<file path="config.mk">
export PLATFORM = sky130hd
export DESIGN_NAME = zet_prefetch_q_flat
export DESIGN_NICKNAME = d
export VERILOG_FILES = /design/src/rtl/zet_prefetch_q_if.sv /design/src/rtl/zet_prefetch_q.sv /design/src/flat_wrapper.sv
export SDC_FILE = /design/constraint.sdc
export NUM_CORES = 1
export LEC_CHECK = 0
export ABC_CLOCK_PERIOD_IN_PS = 5400
export CAP_MARGIN = 20
export CORE_MARGIN = 10
export CORE_UTILIZATION = 61
export CTS_BUF_LIST = sky130_fd_sc_hd__clkbuf_8
export CTS_CLUSTER_SIZE = 14
export DETAILED_ROUTE_END_ITERATION = 10
export PLACE_DENSITY = 0.88
export SYNTH_ARGS = -nofsm -noshare
export SYNTH_HDL_FRONTEND = slang
export SYNTH_SLANG_ARGS = --single-unit
</file>
<file path="constraint.sdc">
create_clock -name clk -period 5.4 [get_ports clk]
set_input_delay 0.81 -clock clk [delete_from_list [all_inputs] [get_ports clk]]
set_output_delay 0.81 -clock clk [all_outputs]
set_load 0.03 [all_outputs]
</file>
<file path="src/rtl/zet_prefetch_q_if.sv">
// Signal bundle for the prefetch queue: the fetch-unit side (pc/fetch/flush/data/block)
// and the memory bus side (m_*). The prefetch queue itself takes the master modport.
interface zet_prefetch_q_if;
    logic [19:0] pc;
    logic        bytefetch;
    logic        fetch_req;
    logic        flush;
    logic [15:0] data;
    logic        block;
    logic [18:0] m_adr;
    logic        m_cyc;
    logic        m_stb;
    logic [1:0]  m_sel;
    logic        m_ack;
    logic [15:0] m_dat_i;

    modport master (
        input  pc, bytefetch, fetch_req, flush, m_ack, m_dat_i,
        output data, block, m_adr, m_cyc, m_stb, m_sel
    );

    modport slave (
        output pc, bytefetch, fetch_req, flush, m_ack, m_dat_i,
        input  data, block, m_adr, m_cyc, m_stb, m_sel
    );
endinterface

</file>
<file path="src/rtl/zet_prefetch_q.sv">
// Six-byte instruction prefetch queue: fills from a 16-bit bus one word at a time and
// hands one or two head bytes per cycle to the fetch unit.
module zet_prefetch_q (
    input  logic             clk,
    input  logic             rst,
    zet_prefetch_q_if.master bus
);
    typedef enum logic {IDLE, READ} state_t;

    state_t      state_q, state_d;
    logic        drop_q, drop_d;
    logic [2:0]  count_q, count_d;
    logic [2:0]  head_q, head_d;
    logic [2:0]  tail_q, tail_d;
    logic [19:0] qaddr_q, qaddr_d;
    logic [7:0]  queue_q [6];
    logic [7:0]  queue_d [6];
    logic        m_cyc_q, m_cyc_d;
    logic [18:0] m_adr_q, m_adr_d;
    logic [1:0]  m_sel_q, m_sel_d;

    logic        block;
    logic [1:0]  pop_n;
    logic [1:0]  push_n;
    logic [3:0]  count_sum;
    logic [2:0]  head_p1;

    function automatic logic [2:0] ptr_add(input logic [2:0] p, input logic [1:0] n);
        logic [3:0] s;
        s = {1'b0, p} + {2'b00, n};
        return (s >= 4'd6) ? 3'(s - 4'd6) : s[2:0];
    endfunction

    assign head_p1   = ptr_add(head_q, 2'd1);
    assign block     = bus.flush | (bus.bytefetch ? (count_q < 3'd1) : (count_q < 3'd2));
    assign bus.block = block;
    assign bus.data  = {(count_q >= 3'd2) ? queue_q[head_p1] : 8'h00,
                        (count_q >= 3'd1) ? queue_q[head_q]  : 8'h00};
    assign bus.m_cyc = m_cyc_q;
    assign bus.m_stb = m_cyc_q;
    assign bus.m_adr = m_adr_q;
    assign bus.m_sel = m_sel_q;

    always_comb begin
        state_d = state_q;
        drop_d  = drop_q;
        head_d  = head_q;
        tail_d  = tail_q;
        qaddr_d = qaddr_q;
        queue_d = queue_q;
        m_cyc_d = m_cyc_q;
        m_adr_d = m_adr_q;
        m_sel_d = m_sel_q;
        push_n  = 2'd0;
        // block already includes flush, so a flush cycle never pops
        pop_n   = (bus.fetch_req & ~block) ? (bus.bytefetch ? 2'd1 : 2'd2) : 2'd0;

        // m_cyc may stay high in IDLE while a flushed read drains (drop_q = 1)
        if (m_cyc_q && bus.m_ack) begin
            m_cyc_d = 1'b0;
            m_sel_d = 2'b00;
            drop_d  = 1'b0;
            state_d = IDLE;
            if (state_q == READ && !bus.flush) begin
                if (qaddr_q[0]) begin
                    queue_d[tail_q] = bus.m_dat_i[15:8];
                    push_n          = 2'd1;
                    qaddr_d         = qaddr_q + 20'd1;
                end else begin
                    queue_d[tail_q]                = bus.m_dat_i[7:0];
                    queue_d[ptr_add(tail_q, 2'd1)] = bus.m_dat_i[15:8];
                    push_n                         = 2'd2;
                    qaddr_d                        = qaddr_q + 20'd2;
                end
            end
        end else if (state_q == READ) begin
            if (bus.flush) begin
                state_d = IDLE;
                drop_d  = 1'b1;
            end
        end else if (!bus.flush && !drop_q && count_q <= 3'd4) begin
            state_d = READ;
            m_cyc_d = 1'b1;
            m_sel_d = 2'b11;
            m_adr_d = qaddr_q[19:1];
        end

        count_sum = {1'b0, count_q} + {2'b00, push_n} - {2'b00, pop_n};
        count_d   = count_sum[2:0];
        head_d    = ptr_add(head_q, pop_n);
        tail_d    = ptr_add(tail_q, push_n);

        if (bus.flush) begin
            count_d = '0;
            head_d  = '0;
            tail_d  = '0;
            qaddr_d = bus.pc;
        end
    end

    always_ff @(posedge clk) begin
        if (rst) begin
            state_q <= IDLE;
            drop_q  <= 1'b0;
            count_q <= '0;
            head_q  <= '0;
            tail_q  <= '0;
            qaddr_q <= 20'hFFFF0;
            m_cyc_q <= 1'b0;
            m_adr_q <= '0;
            m_sel_q <= '0;
        end else begin
            assert (count_sum <= 4'd6);
            state_q <= state_d;
            drop_q  <= drop_d;
            count_q <= count_d;
            head_q  <= head_d;
            tail_q  <= tail_d;
            qaddr_q <= qaddr_d;
            m_cyc_q <= m_cyc_d;
            m_adr_q <= m_adr_d;
            m_sel_q <= m_sel_d;
        end
        queue_q <= queue_d;
    end
endmodule

</file>
<file path="src/flat_wrapper.sv">
// flat-port wrapper written by rule: the top's interface ports become plain ports
module zet_prefetch_q_flat 
  (clk, rst, bus_pc, bus_bytefetch, bus_fetch_req, bus_flush, bus_m_ack, bus_m_dat_i, bus_data, bus_block, bus_m_adr, bus_m_cyc, bus_m_stb, bus_m_sel);
  zet_prefetch_q_if bus_i ();
  input  logic clk;
  input  logic rst;
  input wire logic [$bits(bus_i.pc)-1:0] bus_pc;
  input wire logic [$bits(bus_i.bytefetch)-1:0] bus_bytefetch;
  input wire logic [$bits(bus_i.fetch_req)-1:0] bus_fetch_req;
  input wire logic [$bits(bus_i.flush)-1:0] bus_flush;
  input wire logic [$bits(bus_i.m_ack)-1:0] bus_m_ack;
  input wire logic [$bits(bus_i.m_dat_i)-1:0] bus_m_dat_i;
  output wire logic [$bits(bus_i.data)-1:0] bus_data;
  output wire logic [$bits(bus_i.block)-1:0] bus_block;
  output wire logic [$bits(bus_i.m_adr)-1:0] bus_m_adr;
  output wire logic [$bits(bus_i.m_cyc)-1:0] bus_m_cyc;
  output wire logic [$bits(bus_i.m_stb)-1:0] bus_m_stb;
  output wire logic [$bits(bus_i.m_sel)-1:0] bus_m_sel;
  assign bus_i.pc = bus_pc;
  assign bus_i.bytefetch = bus_bytefetch;
  assign bus_i.fetch_req = bus_fetch_req;
  assign bus_i.flush = bus_flush;
  assign bus_i.m_ack = bus_m_ack;
  assign bus_i.m_dat_i = bus_m_dat_i;
  assign bus_data = bus_i.data;
  assign bus_block = bus_i.block;
  assign bus_m_adr = bus_i.m_adr;
  assign bus_m_cyc = bus_i.m_cyc;
  assign bus_m_stb = bus_i.m_stb;
  assign bus_m_sel = bus_i.m_sel;
  zet_prefetch_q u_core (.clk(clk), .rst(rst), .bus(bus_i));
endmodule
</file>
* Word-level counts from Yosys, hierarchy flattened *
Index checks and enable logic that the tools add are counted.

word-level totals
  flip-flop bits (word level) = 100
  logic and storage cells = 101

operators by class
  $add $sub $neg = 12
  $lt $le $gt $ge = 15
  muxes and demuxes = 33
  bitwise operators = 9
  reductions and logical operators = 17

operators with widths
  kind                   number
  $bwmux 48              3
  $mux 20                4
  $mux 8                 8
  $bmux 8 s3             2
  $demux 8 s3            2
  $mux 48                1
  $add 20x1->20 const B  1
  $add 20x2->20 const B  1
  $ge 4x3->1 const B     4
  $ge 4x4->1 const B     4
  $not 3->4              4
  $mux 3                 4
  $sub 3x3->3 const B    4
  $mux 2                 5
  $add 3x1->4 const B    2
  $add 3x2->4            2
  $lt 4x1->1 const B     2
  $reduce_and 2->1       4
  $logic_and 1x1->1      6
  $mux 1                 4
  $reduce_bool 2->1      2
  $reduce_or 2->1        2
  $add 3x2->3            1
  $ge 3x1->1 const B     1
  10 further kinds       13

* Logic depth before layout (Yosys ltp) *
Gate-level depths: netlist of run 1.

  depth after elaboration = 10
  mapped depth = 11
  mapped depth without buffers = 10

* Worst setup path after synthesis of run 1 *
No wires, ideal clock.

  path kind = register -> output
  start = reg u_core.head_q[1]
  end = out bus_data[14]
  data arrival time = 2.311 ns
  slack = 2.279 ns
  cell stages (with the launch flop) = 8
  path buffers = 1
  path through = dfxtp_1 > clkinv_1 > ha_1 > xor2_1 > a21oi_1 > or2_2 > clkbuf_1 > o2bb2ai_1

between the ends
  cells in the longest elaborated chain, start to end = 8

ends and longest elaborated chain
  what                                         line                   text
  start: declaration                           zet_prefetch_q.sv:13   logic [2:0] head_q, head_d;
  start signal: assignment                     zet_prefetch_q.sv:106  head_q <= '0;
  start signal: assignment                     zet_prefetch_q.sv:117  head_q <= head_d;
  $add 3x1->4 *                                zet_prefetch_q.sv:30   s = {1'b0, p} + {2'b00, n};
  $ge 4x3->1 or $sub 3x3->3 (tied branches)    zet_prefetch_q.sv:31   return (s >= 4'd6) ? 3'(s - 4'd6) : s[2:0];
  $mux 3 *                                     zet_prefetch_q.sv:31
  $not 3->4 (not written as such) *            zet_prefetch_q.sv:37   assign bus.data = {(count_q >= 3'd2) ? queue_q[head_p1] : 8'h00,
  $bmux 8 s3 *                                 zet_prefetch_q.sv:37
  $mux 8 (not written as such) * (2 in a row)  zet_prefetch_q.sv:37
  $mux 8 *                                     zet_prefetch_q.sv:37
  end: declaration                             flat_wrapper.sv:13     output wire logic [$bits(bus_i.data)-1:0] bus_data;

Every way passes the cells marked *; elsewhere a longest branch is shown, timed or not. The select of a mux whose other input is x is not followed.

* Worst setup path after layout of run 1 *
  start = reg u_core.head_q[0]
  end = out bus_data[11]

The elaborated chain is that of the path after synthesis.

==> summary.txt, run 1 <==
Outcome
  – Outcome: complete, no violations

Global route
  – Gr ovfl total: 0
  – Largest net degree at the start of global routing: 45
  – Antenna violations before repair: 0
  – Total Routing Usage GR: 20.5%
  – Vias in the first global route: 4770
  – Global-route wire length before repair: 24.0 mm

Final layout
  – Commonest non-fill, non-tap cell in the layout: clkdlybuf4s50_1
  – Utilization after layout: 73.5%
  – Fin area: 6790 um2
  – Commonest non-fill, non-tap cells in the layout: 81 x clkdlybuf4s50_1, 64 x nor2_1, 50 x dfxtp_1, 48 x a22o_1, 48 x edfxtp_1
  – Nets: 661
  – Share of cells above drive strength 1: 8.87%
  – P&R area growth vs syn: 17.0%
  – Final Non-Filler Cells: 738
  – Diode count: 0

STA
  – Post-Route Skew: 0.0169 ns
  – Worst hold margin: 0.511 ns
  – Fmax: 0.228 GHz
  – Total Neg Setup Slack: 0 ns
  – Unrepaired setup endpoints after global routing: false
  – Crit path time final: 4.39 ns
  – Final Slew Violations: 0
  – Least-Margin Pin Slew: 1.11 ns
  – Setup Viol. Count Final: 0
  – Slew margin rel.: 25.1%
  – Hold Fails Final Rpt: 0
  – Tcrit/Tclk final: 81.2%

Detailed routing
  – Average wire per standard cell: 19.8 um
  – WL final: 14.6 mm
  – Drt first pass iters: 5
  – 1st-iter DRT viols: 535
  – Routed vias/inst: 6.38
  – Vias: 4712
  – ANT nets after route: 0
  – Drc violations: 0

Critical path
  – Crit path max-delay family: flip-flops
  – Data arrival, critical path: 3.58 ns
  – CP Max Fanout: 38
  – Crit. End Element: output pin
  – Cell with the largest stage delay on the worst path: dfxtp_2
  – CP required: 4.59 ns
  – CP Buf/Inv Count: 1
  – Delay of the slowest critical-path stage: 0.97 ns
  – Kind of critical path: flip-flop to output pin
  – Worst setup SP type: flip-flop
  – CP Cell Sequence: ha_1 -> nand4b_1 -> a31oi_4 -> mux4_2 -> o2bb2ai_1 -> clkdlybuf4s50_1

Clocking
  – CTS tree: done
  – Clock Sinks: 99
  – Hold buffers post-CTS: 0
  – CTS root buf: clkbuf_8
  – Number of buffers created by CTS: 9
  – CTS max path bufs: 2
  – Post-CTS Setup Bufs: 0
  – CTS resizes: 0
  – H-tree depth: 3
  – Clk_lat worst skew: 0.37 ns
  – Clock slew at reported path FFs: 0.10 ns

Synthesis
  – #FFs+latches synth: 99
  – Post-synth cell types: 61
  – Main synth FF type: dfxtp_1
  – Mapped Area: 5800 um2
  – Avg Inst Size Synth: 10.6 um2
  – Number of synthesized flops with an enable pin: 48
  – Top area cells in the synthesized netlist: edfxtp_1 25%, dfxtp_1 18%, a22o_1 7.2%, mux4_2 6.2%, mux2i_1 5.3%
  – Area share of the largest cell type after synthesis: 24.8%
  – Yosys warnings: 0
  – Syn_nets: 606
  – Seq/Total Area, Yosys: 42.4%
  – Post-synth ARST share: 0%
  – Yosys top cell by area: edfxtp_1
  – Syn Inst Count: 549

Die
  – Die H: 118 um
  – I/O Pins: 82
  – Die area: 13800 um2
  – Die W: 118 um
  – Row count: 35
  – Starting Density: 62.8%
  – Core Area: 9240 um2

Place
  – Placed cell count: 722
  – Detailed placement HPWL: 10.9 mm
  – Routability congestion estimate: 0.913
  – IO Port Bufs: 81
  – Post-DP Area: 6590 um2

Run
  – Max_cap viols: 0

Hold path
  – Worst hold-check path type: flip-flop to flip-flop

Pwr
  – Worst vdd ir: 0.168 mV
  – Power per cell area: 224 nW/um2
  – Leakage: 2.57 nW
[worst min-delay path: cells and delay by family (launching register included)]
family / cells / cell delay (ns)
flops: 1 / 0.34
simple gates: 1 / 0.07
mux: 1 / 0.07
[synthesized netlist by cell type, drive strengths merged (6+ instances only)]
cell type / instances
nor2: 66
a22o: 48
ha: 11
dfxtp: 51
mux4: 16
clkbuf: 12
a21o: 21
mux2i: 31
nor3: 11
nand2b: 9
a21oi: 24
nand4: 9
and3: 6
mux2: 8
xor2: 13
inv: 11
edfxtp: 48
o21ai: 7
xnor2: 10
o2bb2ai: 8
a22oi: 8
nor3b: 6
nand3: 12
nand2: 18
buf: 27
a211oi: 6
and2: 7
[state kept, by name, summed over array words and instances (netlist names)]
| register | cells |
|---|---|
| u_core.tail_q | 3 |
| u_core.state_q | 1 |
| u_core.queue_q | 48 |
| u_core.qaddr_q | 20 |
| u_core.bus.m_adr | 19 |
| u_core.count_q | 3 |
| u_core.bus.m_cyc | 1 |
| u_core.drop_q | 1 |
| u_core.head_q | 3 |
[final timing paths]
| check | endpoint | depth (start not counted) | slack [ns] | startpoint |
|---|---|---|---|---|
| setup reg to reg | u_core.queue_q[14]$_DFFE_PP_ | 7 | 2.47 | u_core.tail_q[1]$_SDFF_PP0_ |
| setup / recovery | bus_data[11] | 6 | 1.01 | u_core.head_q[0]$_SDFF_PP0_ |
| hold / removal | u_core.bus.m_adr[17]$_SDFFE_PP0P_ | 2 | 0.51 | u_core.bus.m_adr[17]$_SDFFE_PP0P_ |
| hold reg to reg | u_core.bus.m_adr[17]$_SDFFE_PP0P_ | 2 | 0.51 | u_core.bus.m_adr[17]$_SDFFE_PP0P_ |
[metal layers]
| metal | up-vias | GRT usage [%] | share of wire [%] |
|---|---|---|---|
| met5 | - | 0 | 0 |
| met4 | 0 | 7.03 | 2.0 |
| met3 | 33 | 5.37 | 7.8 |
| met2 | 210 | 35.2 | 50 |
| met1 | 2288 | 24.3 | 40 |
| li1 | 2181 | - | - |
[area by class of cell]
| class | instances | area (um2) |
|---|---|---|
| repair buffers | 83 | 826 |
| multi-input cells | 399 | 3100 |
| fillers | 658 | 2450 |
| flip-flops and latches | 99 | 2460 |
| well taps | 129 | 161 |
| clock inverters | 7 | 75.1 |
| clock buffers | 9 | 124 |
| inverters | 12 | 45.0 |
[cell families after synthesis]
family	after synthesis	synth area share (%)
flops	99	42.4
xor+xnor	23	3.47
buf+inv	51	4.21
mux	55	13.1
fa+ha+maj	15	3.75
compound gates	142	18.7
simple gates	164	14.3
[metrics by stage]
| step | setup WS [ns] | power, mW |
|---|---|---|
| 6_report | 1.01 | 1.52 |
| 5_1_grt | 0.849 | 1.58 |
| 4_1_cts | 0.997 | 1.53 |
| 3_5_place_dp | 1.39 | 1.07 |
| 3_3_place_gp | 1.59 | 1.06 |
| 2_1_floorplan | 2.28 | 0.977 |
[power by group]
| part | leakage [nW] | total, mW | switching [mW] | internal [mW] |
|---|---|---|---|---|
| clock | 0.0981 | 0.469 | 0.286 | 0.183 |
| sequential | 0.851 | 0.833 | 0.0247 | 0.808 |
| combinational | 1.62 | 0.221 | 0.119 | 0.103 |
No activity file was read; power rests on OpenSTA's default activity.
==> run 2, diff against run 1 <==
Settings changed: ABC_CLOCK_PERIOD_IN_PS 5400 to 3610, CORE_UTILIZATION 61 to 51, PLACE_DENSITY 0.88 to 0.78.
Clock period 5.4 ns to 3.61 ns, I/O delays scaled along.
==> run 2 against run 1 <==
Effect of this change: critical path depth grew 3; utilization shrank 11 points; die area grew 16%; critical path type unchanged; critical endpoint unchanged.
==> summary.txt, run 2 (synthesis results as in run 1) <==
STA
  – Total Neg Setup Slack: 0 ns
  – Hold Fails Final Rpt: 0
  – Fmax: 0.294 GHz
  – Post-Route Skew: 0.0106 ns
  – Worst hold margin: 0.511 ns
  – Final Slew Violations: 0
  – Slew margin rel.: 29.7%
  – Setup Viol. Count Final: 0
  – Unrepaired setup endpoints after global routing: false
  – Tcrit/Tclk final: 94.3%
  – Crit path time final: 3.40 ns
  – Least-Margin Pin Slew: 1.05 ns

Die
  – I/O Pins: 82
  – Die W: 127 um
  – Row count: 38
  – Core Area: 11000 um2
  – Die H: 127 um
  – Die area: 16000 um2
  – Starting Density: 52.8%

Final layout
  – Biggest register: u_core.queue_q
  – P&R area growth vs syn: 18.7%
  – Number of fill cells: 910
  – Diode count: 0
  – Commonest non-fill, non-tap cell in the layout: clkdlybuf4s50_1
  – Share of cells above drive strength 1: 10.5%
  – Nets: 672
  – Commonest non-fill, non-tap cells in the layout: 73 x clkdlybuf4s50_1, 64 x nor2_1, 49 x dfxtp_1, 48 x a22o_1, 48 x edfxtp_1
  – Max reg flops: 48

Clocking
  – CTS tree: done
  – Clock Sinks: 99
  – Number of buffers created by CTS: 9
  – Hold buffers post-CTS: 0
  – CTS max path bufs: 2
  – H-tree depth: 3
  – Clk_lat worst skew: 0.38 ns
  – CTS root buf: clkbuf_8
  – Clock slew at reported path FFs: 0.09 ns

Detailed routing
  – Routed vias/inst: 6.06
  – 1st-iter DRT viols: 317
  – WL final: 14.6 mm
  – Vias: 4608
  – ANT nets after route: 0
  – Drc violations: 0
  – Drt first pass iters: 5
  – Average wire per standard cell: 19.2 um

Pwr
  – Leakage: 2.77 nW
  – Power per cell area: 325 nW/um2
  – Worst vdd ir: 0.263 mV

Critical path
  – Data arrival, critical path: 2.86 ns
  – CP required: 3.07 ns
  – Crit. End Element: output pin
  – CP Max Fanout: 9
  – RR Startpoint: u_core.tail_q[1]$_SDFF_PP0_
  – Worst setup SP type: flip-flop
  – Reg-to-reg endpoint: u_core.queue_q[12]$_DFFE_PP_
  – R2r setup slk: 0.66 ns
  – Kind of critical path: flip-flop to output pin
  – R2R depth: 7

Outcome
  – Outcome: complete, no violations

Place
  – Routability congestion estimate: 0.860
  – IO Port Bufs: 81
  – Detailed placement HPWL: 11.0 mm

Global route
  – Total Routing Usage GR: 17.8%
  – Vias in the first global route: 4721
  – Gr ovfl total: 0
  – Antenna violations before repair: 0
  – Largest net degree at the start of global routing: 44
  – Global-route wire length before repair: 23.9 mm

Hold path
  – Hold Crit Start: u_core.bus.m_adr[1]$_SDFFE_PP0P_
  – Hold Crit Depth: 2
  – Hold path endpoint: u_core.bus.m_adr[1]$_SDFFE_PP0P_
  – Worst hold-check path type: flip-flop to flip-flop

Run
  – Max_cap viols: 0
run 2: cell count changes in the layout (fill, tap and decap cells not counted), sizes merged:
cell / before / now
buf: 2 / 13
clkinvlp: 1 / 2
clkinv: 4 / 3
clkdlybuf4s50: 81 / 73
dlymetal6s2s: 0 / 8
run 2: metal layers:
metal  vias up  part of all wire, %  global-route usage (%)
met5         -                    0                       0
met1      2217                   43                    21.9
met2       167                   49                    30.2
met3        24                  6.9                    3.96
met4         0                  1.6                    5.49
li1       2200                    -                       -
run 2: timing repair:
item	4_1_cts	5_1_grt
gates resized for setup	1	8
endpoints found under the setup margin	8	8
buffers inserted	0	4
run 2: critical path, stage by stage, from the launching register on:
cell and delay (ns):
dfxtp_2 0.45, clkinv_1 0.12, ha_1 0.39, nand4b_1 0.26, a31oi_4 0.33, buf_4 0.18
buf_4 0.10, mux4_2 0.29, o2bb2ai_1 0.13, dlymetal6s2s_1 0.24
run 2: cell type report:
cell class / instances / area [um2] / area share (%)
Multi-Input combinational cell: 399 / 3100 / 44.9
Sequential cell: 99 / 2460 / 35.8
Timing Repair Buffer: 94 / 928 / 13.5
Tap cell: 140 / 175 / 2.54
Clock buffer: 9 / 124 / 1.80
Clock inverter: 7 / 53.8 / 0.781
Inverter: 12 / 45.0 / 0.654
run 2: stage by stage:
step / setup WS, ns / power (mW) / cell area, um2 / cells / utilization, %
detailed placement: 0.266 / 1.60 / 6660 / 740 / 60.6
global route: 0.0567 / 2.32 / 6890 / 760 / 62.7
CTS: 0.00664 / 2.25 / 6840 / 756 / 62.2
floorplan: 0.758 / 1.46 / 5800 / 549 / -
finish: 0.206 / 2.24 / 6890 / 760 / 62.7
global placement: 0.389 / 1.60 / 6660 / 740 / 60.6
run 2: worst max-delay path by stage:
stage | from | end | cells after the start
detailed placement | u_core.head_q[1]$_SDFF_PP0_ | bus_data[11] | 7
finish | u_core.head_q[1]$_SDFF_PP0_ | bus_data[11] | 9
global route | u_core.head_q[1]$_SDFF_PP0_ | bus_data[11] | 9
CTS | u_core.head_q[1]$_SDFF_PP0_ | bus_data[11] | 7
global placement | u_core.head_q[1]$_SDFF_PP0_ | bus_data[14] | 7
floorplan | u_core.head_q[1]$_SDFF_PP0_ | bus_data[14] | 7
run 2: report_power, final:
| group | switching (mW) | total (mW) | leakage (nW) | internal, mW |
|---|---|---|---|---|
| Combinational | 0.176 | 0.330 | 1.83 | 0.154 |
| Clock | 0.405 | 0.660 | 0.0876 | 0.255 |
| Sequential | 0.0379 | 1.25 | 0.851 | 1.21 |
| Total | 0.619 | 2.24 | 2.77 | 1.62 |
==> run 3, diff against run 2 <==
Settings changed: CTS_CLUSTER_SIZE 14 to 16, GPL_ROUTABILITY_DRIVEN set to 0.
==> results of run 3 <==
The final DEF is identical to that of run 2; final timing and power are the same.
